$ cat src/rtl/fetch_pkg.sv
// Shared types and constants for the instruction fetch unit and its prefetch queue.
package fetch_pkg;

  typedef enum logic {
    RUN  = 1'b0,
    HALT = 1'b1
  } fetch_state_t;

  localparam int INST_BYTES = 4;
  localparam int DEF_XLEN   = 32;
  localparam int DEF_ILEN   = 32;

  typedef struct packed {
    logic [DEF_XLEN-1:0] pc;
    logic [DEF_ILEN-1:0] inst;
  } fetch_entry_t;

endpackage

$ cat src/rtl/fetch_fifo.sv
// Show-ahead prefetch queue of fetched instructions; flush empties it and overrides a push,
// while a pop in the same cycle is simply absorbed by the emptying.
module fetch_fifo
  import fetch_pkg::*;
#(
  parameter int  DEPTH   = 4,
  parameter type entry_t = fetch_entry_t,
  localparam int PW      = $clog2(DEPTH)
) (
  input  logic        clk,
  input  logic        reset,
  input  logic        push,
  input  entry_t      push_data,
  input  logic        pop,
  input  logic        flush,
  output logic [PW:0] count,
  output entry_t      head
);

  entry_t        mem_q [DEPTH];
  entry_t        mem_d [DEPTH];
  logic [PW-1:0] wr_ptr_q, wr_ptr_d;
  logic [PW-1:0] rd_ptr_q, rd_ptr_d;
  logic [PW:0]   count_q, count_d;
  logic          do_push, do_pop;

  assign do_push = push && !flush;
  assign do_pop  = pop && (count_q != '0);

  always_comb begin
    mem_d    = mem_q;
    wr_ptr_d = wr_ptr_q;
    rd_ptr_d = rd_ptr_q;
    count_d  = count_q;
    if (flush) begin
      wr_ptr_d = '0;
      rd_ptr_d = '0;
      count_d  = '0;
    end else begin
      if (do_push) begin
        mem_d[wr_ptr_q] = push_data;
        wr_ptr_d        = wr_ptr_q + PW'(1);
      end
      if (do_pop) begin
        rd_ptr_d = rd_ptr_q + PW'(1);
      end
      case ({do_push, do_pop})
        2'b10:   count_d = count_q + (PW+1)'(1);
        2'b01:   count_d = count_q - (PW+1)'(1);
        default: count_d = count_q;
      endcase
    end
  end

  always_ff @(posedge clk) begin
    if (reset) begin
      wr_ptr_q <= '0;
      rd_ptr_q <= '0;
      count_q  <= '0;
    end else begin
      wr_ptr_q <= wr_ptr_d;
      rd_ptr_q <= rd_ptr_d;
      count_q  <= count_d;
    end
  end

  // Storage needs no reset: nothing is visible until count says so.
  always_ff @(posedge clk) begin
    mem_q <= mem_d;
  end

  assign count = count_q;
  assign head  = (count_q != '0) ? mem_q[rd_ptr_q] : '0;

endmodule

$ cat src/rtl/fetch_unit.sv
// Instruction fetch unit: PC, RUN/HALT FSM, 1-cycle imem interface and prefetch queue.
// Optional stall counter port/logic enabled by defining FETCH_STALL_CNT_EN.
module fetch_unit
  import fetch_pkg::*;
#(
  parameter int               XLEN      = 32,
  parameter int               ILEN      = 32,
  parameter logic [XLEN-1:0]  RESET_VEC = '0,
  parameter int               DEPTH     = 4
) (
  input  logic            clk,
  input  logic            reset,
  output logic            imem_req,
  output logic [XLEN-1:0] imem_addr,
  input  logic [ILEN-1:0] imem_rdata,
  output logic            inst_valid,
  input  logic            inst_ready,
  output logic [XLEN-1:0] inst_pc,
  output logic [ILEN-1:0] inst_data,
  input  logic            redirect_valid,
  input  logic [XLEN-1:0] redirect_pc,
  input  logic            halt,
  output fetch_state_t    dbg_state
`ifdef FETCH_STALL_CNT_EN
  ,
  output logic [31:0]     stall_cycles
`endif
);

  typedef struct packed {
    logic [XLEN-1:0] pc;
    logic [ILEN-1:0] inst;
  } entry_t;

  localparam logic [XLEN-1:0] ALIGN_MASK = ~XLEN'(3);
  localparam logic [XLEN-1:0] RESET_PC   = RESET_VEC & ALIGN_MASK;
  localparam int              FW         = $clog2(DEPTH) + 1;
  localparam int              CW         = FW + 1;

  fetch_state_t    state_q, state_d;
  logic [XLEN-1:0] pc_q, pc_d;
  logic            inflight_q, inflight_d;
  logic [XLEN-1:0] inflight_pc_q, inflight_pc_d;
  logic            issue;
  logic            credit_ok;
  logic            push;
  logic [FW-1:0]   fifo_count;
  entry_t          push_entry;
  entry_t          head;

  // Credit counts the response still due; a same-cycle pop is deliberately not credited.
  assign credit_ok = (CW'(fifo_count) + CW'(inflight_q)) < CW'(DEPTH);

  always_comb begin
    state_d       = state_q;
    pc_d          = pc_q;
    inflight_d    = 1'b0;
    inflight_pc_d = inflight_pc_q;
    issue         = 1'b0;

    state_d = halt ? HALT : RUN;
    issue   = !reset && (state_d == RUN) && !redirect_valid && credit_ok;

    if (redirect_valid) begin
      pc_d = redirect_pc & ALIGN_MASK;
    end else if (issue) begin
      pc_d = pc_q + XLEN'(INST_BYTES);
    end

    if (issue) begin
      inflight_d    = 1'b1;
      inflight_pc_d = pc_q;
    end
  end

  always_ff @(posedge clk) begin
    if (reset) begin
      state_q       <= RUN;
      pc_q          <= RESET_PC;
      inflight_q    <= 1'b0;
      inflight_pc_q <= '0;
    end else begin
      state_q       <= state_d;
      pc_q          <= pc_d;
      inflight_q    <= inflight_d;
      inflight_pc_q <= inflight_pc_d;
    end
  end

  assign imem_req  = issue;
  assign imem_addr = pc_q;

  // A redirect in the response cycle discards the word fetched down the old path.
  assign push            = inflight_q && !redirect_valid;
  assign push_entry.pc   = inflight_pc_q;
  assign push_entry.inst = imem_rdata;

  fetch_fifo #(
    .DEPTH   (DEPTH),
    .entry_t (entry_t)
  ) u_fifo (
    .clk       (clk),
    .reset     (reset),
    .push      (push),
    .push_data (push_entry),
    .pop       (inst_ready),
    .flush     (redirect_valid),
    .count     (fifo_count),
    .head      (head)
  );

  // Decode handshake: an instruction transfers on a posedge where inst_valid && inst_ready;
  // while inst_valid && !inst_ready the head (inst_pc/inst_data) holds unchanged.
  assign inst_valid = (fifo_count != '0);
  assign inst_pc    = head.pc;
  assign inst_data  = head.inst;
  assign dbg_state  = state_q;

`ifdef FETCH_STALL_CNT_EN
  logic [31:0] stall_q, stall_d;

  always_comb begin
    stall_d = stall_q;
    if (((state_d == HALT) || (!redirect_valid && !credit_ok)) && (stall_q != 32'hFFFF_FFFF)) begin
      stall_d = stall_q + 32'd1;
    end
  end

  always_ff @(posedge clk) begin
    if (reset) begin
      stall_q <= '0;
    end else begin
      stall_q <= stall_d;
    end
  end

  assign stall_cycles = stall_q;
`endif

endmodule

$ cat config.mk
export PLATFORM = sky130hd
export DESIGN_NAME = fetch_unit
export DESIGN_NICKNAME = d
export VERILOG_FILES = /design/src/rtl/fetch_pkg.sv /design/src/rtl/fetch_fifo.sv /design/src/rtl/fetch_unit.sv
export SDC_FILE = /design/constraint.sdc
export NUM_CORES = 1
export LEC_CHECK = 0
export CAP_MARGIN = 20
export CORE_MARGIN = 5
export CORE_UTILIZATION = 61
export CTS_BUF_LIST = sky130_fd_sc_hd__clkbuf_8
export DETAILED_ROUTE_END_ITERATION = 10
export PLACE_DENSITY = 0.87
export SETUP_SLACK_MARGIN = 0.02
export SYNTH_ARGS = -nofsm -noshare
export SYNTH_HDL_FRONTEND = slang
export SYNTH_SLANG_ARGS = --single-unit
$ cat constraint.sdc
create_clock -name clk -period 5.9 [get_ports clk]
set_input_delay 1.18 -clock clk [delete_from_list [all_inputs] [get_ports clk]]
set_output_delay 1.18 -clock clk [all_outputs]
set_load 0.03 [all_outputs]
# == Word-level counts from Yosys, hierarchy flattened ==
# Cells that the tools add are included.
# word_totals
ff_bits,329
latch_bits,0
mem_bits_rw,0
mem_bits_ro,0
n_memories,0
# op_classes
add_sub_neg,6
multipliers,0
div,0
n_lt_le_gt_ge,4
n_eq_ne,2
n_shift,0
n_mux,12
n_bitwise,4
reduce_logical,14
# ops
cell,count
256-bit bitwise mux,1
64-bit two-way mux,4
64-bit binary-select mux with 2-bit select,1
64-bit demux with 2-bit select,1
32-bit two-way mux,2
"32-bit by 3-bit adder with 32-bit output, second input constant",1
1-bit logical AND,7
"3-bit >= comparator, second input constant",2
2-bit NOT with 3-bit output,2
3-bit case mux with 2 select lines,1
"2-bit by 1-bit adder with 2-bit output, second input constant",2
3-bit by 1-bit adder with 4-bit output,1
"4-bit by 3-bit less-than comparator with 1-bit output, second input constant",1
2-bit nonzero test,2
"3-bit by 1-bit adder with 3-bit output, second input constant",1
"3-bit by 1-bit less-than comparator with 1-bit output, second input constant",1
3-bit nonzero test,1
"3-bit by 1-bit subtractor with 3-bit output, second input constant",1
"2-bit by 1-bit == test with 1-bit output, second input constant",1
"2-bit == test, second input constant",1
1-bit zero test,2
1-bit two-way mux,2
1-bit NOT,2
2-bit AND reduction,1
2-bit OR reduction,1

# == Logic depth before layout (Yosys ltp) ==
# logic_depth
depth_word,7
ltp_mapped,9
ltp_nobuf,8

# == Cells and area by module ==
# Synthesis repeated with hierarchy kept, for this count alone.
# hier_totals
hier_cells,804
area_unflattened_um2,12928.6
# modules_own_cells
module,n_inst,cells_each,area_per_inst_um2
fetch_fifo,1,453,10072.2
fetch_unit,1,351,2856.5

# == Worst setup path before layout ==
# OpenSTA, ideal clock, no wires.
# synth_path
path_kind,input port to flip-flop
from,input port redirect_valid
to,register u_fifo.mem_q[0] in the netlist's numbering (enable)
setup_time_ns,0.427
arrival_time_ns,3.071
required_time_ns,5.473
setup_slack_ns,2.403
path_stages,3
path_buffers,1
cell_sequence,clkbuf_1 -> nor2b_1 -> and2_1
# synth_between
elab_chain_cells,4
word_cells_on_any_way,5
cone_classes,1 x bitwise; 4 x reduce/logical
# synth_rtl
element,line_no,text
"start, declared",fetch_unit.sv:20,"input logic redirect_valid,"
1-bit zero test,"fetch_fifo.sv:27, fetch_unit.sv:94",
1-bit logical AND,fetch_unit.sv:94,assign push = inflight_q && !redirect_valid;
1-bit logical AND,fetch_fifo.sv:27,assign do_push = push && !flush;
2-bit AND reduction (no line) *,n/a,
"end signal, assigned",fetch_fifo.sv:69,mem_q <= mem_d;
"end, declared",fetch_fifo.sv:20,entry_t mem_q [DEPTH];
# Every way passes the cells marked *; elsewhere a longest branch is shown, timed or not.
# A chain may end at the register's enable or synchronous reset.

# == Worst setup path in the final report ==
# layout_path
from,register u_fifo.rd_ptr_q[0]
to,output port inst_data[5]
# layout_between
elab_chain_cells,5
# layout_rtl
element,line_no,text
"start, declared",fetch_fifo.sv:23,"logic [PW-1:0] rd_ptr_q, rd_ptr_d;"
"start signal, assigned",fetch_fifo.sv:62,rd_ptr_q <= rd_ptr_d;
2-bit NOT with 3-bit output (implied by the code),fetch_fifo.sv:73,assign head = (count_q != '0) ? mem_q[rd_ptr_q] : '0;
64-bit binary-select mux with 2-bit select,fetch_fifo.sv:73,
64-bit two-way mux (implied by the code) (2 in a row),fetch_fifo.sv:73,
64-bit two-way mux,fetch_fifo.sv:73,
"end, declared",fetch_unit.sv:19,"output logic [ILEN-1:0] inst_data,"
# Every way passes these cells. The select of a mux whose other input is x is not followed.

==> impl_metrics.ini <==
[run_status]
status = finished, final reports clean

[yosys]
seq_area_frac_synth = 0.7059
synthArstFlopShare = 0
ys_warn_count = 0
synthDistinctLibCells = 48
syn-instance-count = 787
postSynthAreaPerCell_um2 = 15.89
netlist_area_um2 = 12510
synthFlopType = edfxtp_1
synth-edff-count = 248
yosys_register_bits = 317

[drt]
wl_per_cell_um = 19.76
drc = 0
antenna_left = 0
wirelength_mm = 25.19
dr.pass1.iters = 4
vias = 7351
drt_iter0_drc = 532
vias_per_cell = 5.765

[power]
static-leakage-power_nw = 5.197
vdd_drop_max_mv = 0.1789
cellPowerDensity_nw_per_um2 = 295.9

[floorplanning]
core_area_um2 = 20230
io_pins = 168
die_h_um = 153.2
die_area_um2 = 23470
die_width_um = 153.2
fp-row-count = 52
initial_core_util = 0.6181

[clock_tree]
ctsHoldBuffers = 0
insertion_delay_ns = 0.55
cts_tree = done
cts_sinks = 317
ctsResizeCount = 0
cts-buffers-inserted = 50
cts_setup_buffers = 0
clk_pin_slew_worst_paths_ns = 0.06
cts_max_path_buffers = 3
cts_max_level = 2
root_buffer = clkbuf_8

[cells_and_area]
diodes = 0
fin_nets = 1039
final_cell_mix = 248 x edfxtp_1, 159 x clkdlybuf4s50_1, 86 x nand2_1
drive_gt1_frac = 0.1552
final_common_cell = edfxtp_1
area_growth_pct = 22.93
fin_cells = 1275
n_fill_cell = 1160

[grt]
grt_overflow = 0
top_usage_layer = met2
antenna_found_initial = 0
gr-usage-met1 = 0.2984
grt_max_degree = 65
grt_pass1_vias = 7673
use_met2 = 0.3447
grt_pass1_wl_mm = 40.55
gr-usage-all-layers = 0.2150
use_met3 = 0.05626

[placement]
dp.cells = 1181
io_buffer_count = 161
gp_congestion = 0.8292
post-place-ws_ns = 1.763
dpl.hpwl_mm = 14.59

[sta]
slew_viol_final = 0
fin_tns_setup_ns = 0
max_slew.worst_pin.slew_ns = 1.055
min_period_ns = 4.420
rsz0062_at_grt = false
setup_viol = 0
finalWorstSetupSlack_ns = 1.480
fin_skew_ns = 0.02262
hold_violations = 0
relSlewSlack = 0.2964
max_freq_mhz = 226.2
finalCritPeriodShare = 0.7492

[hold_path]
hold_path_class = reg -> reg

[worst_setup_path]
worstSetupPathType = reg -> out
critPathLaunchType = register
cp_max_fo = 49
timing.critical_path.arrival_ns = 3.24
required_ns = 4.72
end_kind = output port

[flow_run]
drv_cap = 0
==> cell usage after synthesis (all sizes together) (10+ instances only) <==
library cell  count  area [um^2]
nor2             30        115.1
clkbuf           31        116.4
a211oi           10        80.07
inv              11        41.29
a21oi            43        215.2
and2             68        425.4
dfxtp            69         1381
edfxtp          248         7447
buf              15        83.83
xor2             12        105.1
nand4            17        112.6
mux4             62         1396
nand3            18        90.09
nand2            86        322.8
xnor2            10        87.58
==> state kept, by name, indices dropped and copies added, names as in the netlist <==
| name | flops |
|---|---|
| imem_addr | 30 |
| dbg_state | 1 |
| u_fifo.count | 3 |
| u_fifo.rd_ptr_q | 2 |
| inflight_pc_q | 30 |
| u_fifo.mem_q | 248 |
| inflight_q | 1 |
| u_fifo.wr_ptr_q | 2 |
==> layer usage <==
| layer | wire, um | up-vias |
|---|---|---|
| met4 | 412 | 0 |
| li1 | - | 3344 |
| met3 | 2018 | 37 |
| met1 | 10420 | 3654 |
| met5 | 0 | - |
| met2 | 12340 | 316 |
==> critical path: stages (launching register included) <==
cell,delay (ns)
dfxtp_4,1.00
buf_4,0.37
mux4_2,0.52
and2_1,0.17
clkdlybuf4s50_1,0.61
==> final timing paths <==
check,startpoint,to,slack (ns),cells after the start
setup / recovery,u_fifo.rd_ptr_q[0],inst_data[5],1.48,4
hold / removal,inflight_pc_q[29],inflight_pc_q[29],0.50,2
setup reg to reg,u_fifo.count[1],u_fifo.count[2],2.91,8
hold reg to reg,inflight_pc_q[29],inflight_pc_q[29],0.50,2
==> metrics by stage <==
stage | cell area [um^2] | util | hold WS [ns] | power, mW
2_1_floorplan | 12520 | - | 0.4600 | 2.596
3_3_place_gp | 14320 | 0.7079 | 0.4745 | 2.701
3_5_place_dp | 14320 | 0.7079 | 0.4920 | 2.705
4_1_cts | 15370 | 0.7598 | 0.4993 | 4.580
5_1_grt | 15370 | 0.7598 | 0.5204 | 4.721
6_report | 15370 | 0.7598 | 0.4964 | 4.550
==> power breakdown <==
| group | leakage (nW) | switching, mW | internal (mW) |
|---|---|---|---|
| Clock | 0.585 | 0.814 | 1.07 |
| Sequential | 3.01 | 0.0329 | 2.42 |
| Combinational | 1.60 | 0.112 | 0.0968 |
==> area by class of cell <==
class | count | area (um^2) | area share
repair buffers | 167 | 1649 | 0.1073
clock buffers | 58 | 798.3 | 0.05192
well taps | 270 | 337.8 | 0.02197
flip-flops and latches | 317 | 8836 | 0.5747
clock inverters | 36 | 252.7 | 0.01644
inverters | 12 | 45.04 | 0.002930
multi-input cells | 415 | 3456 | 0.2248
==> kinds of logic after synthesis <==
kind of cell	share of synthesized area
muxes	0.1166
and+or+nand+nor	0.09844
buffers and inverters	0.01961
xor gates and xnor gates	0.01541
DFF	0.7059
AOI/OAI and AO/OA	0.03611
adders and majority gates	0.007603
other	0.0002998
Note: power is estimated with default switching activity, not from simulation.
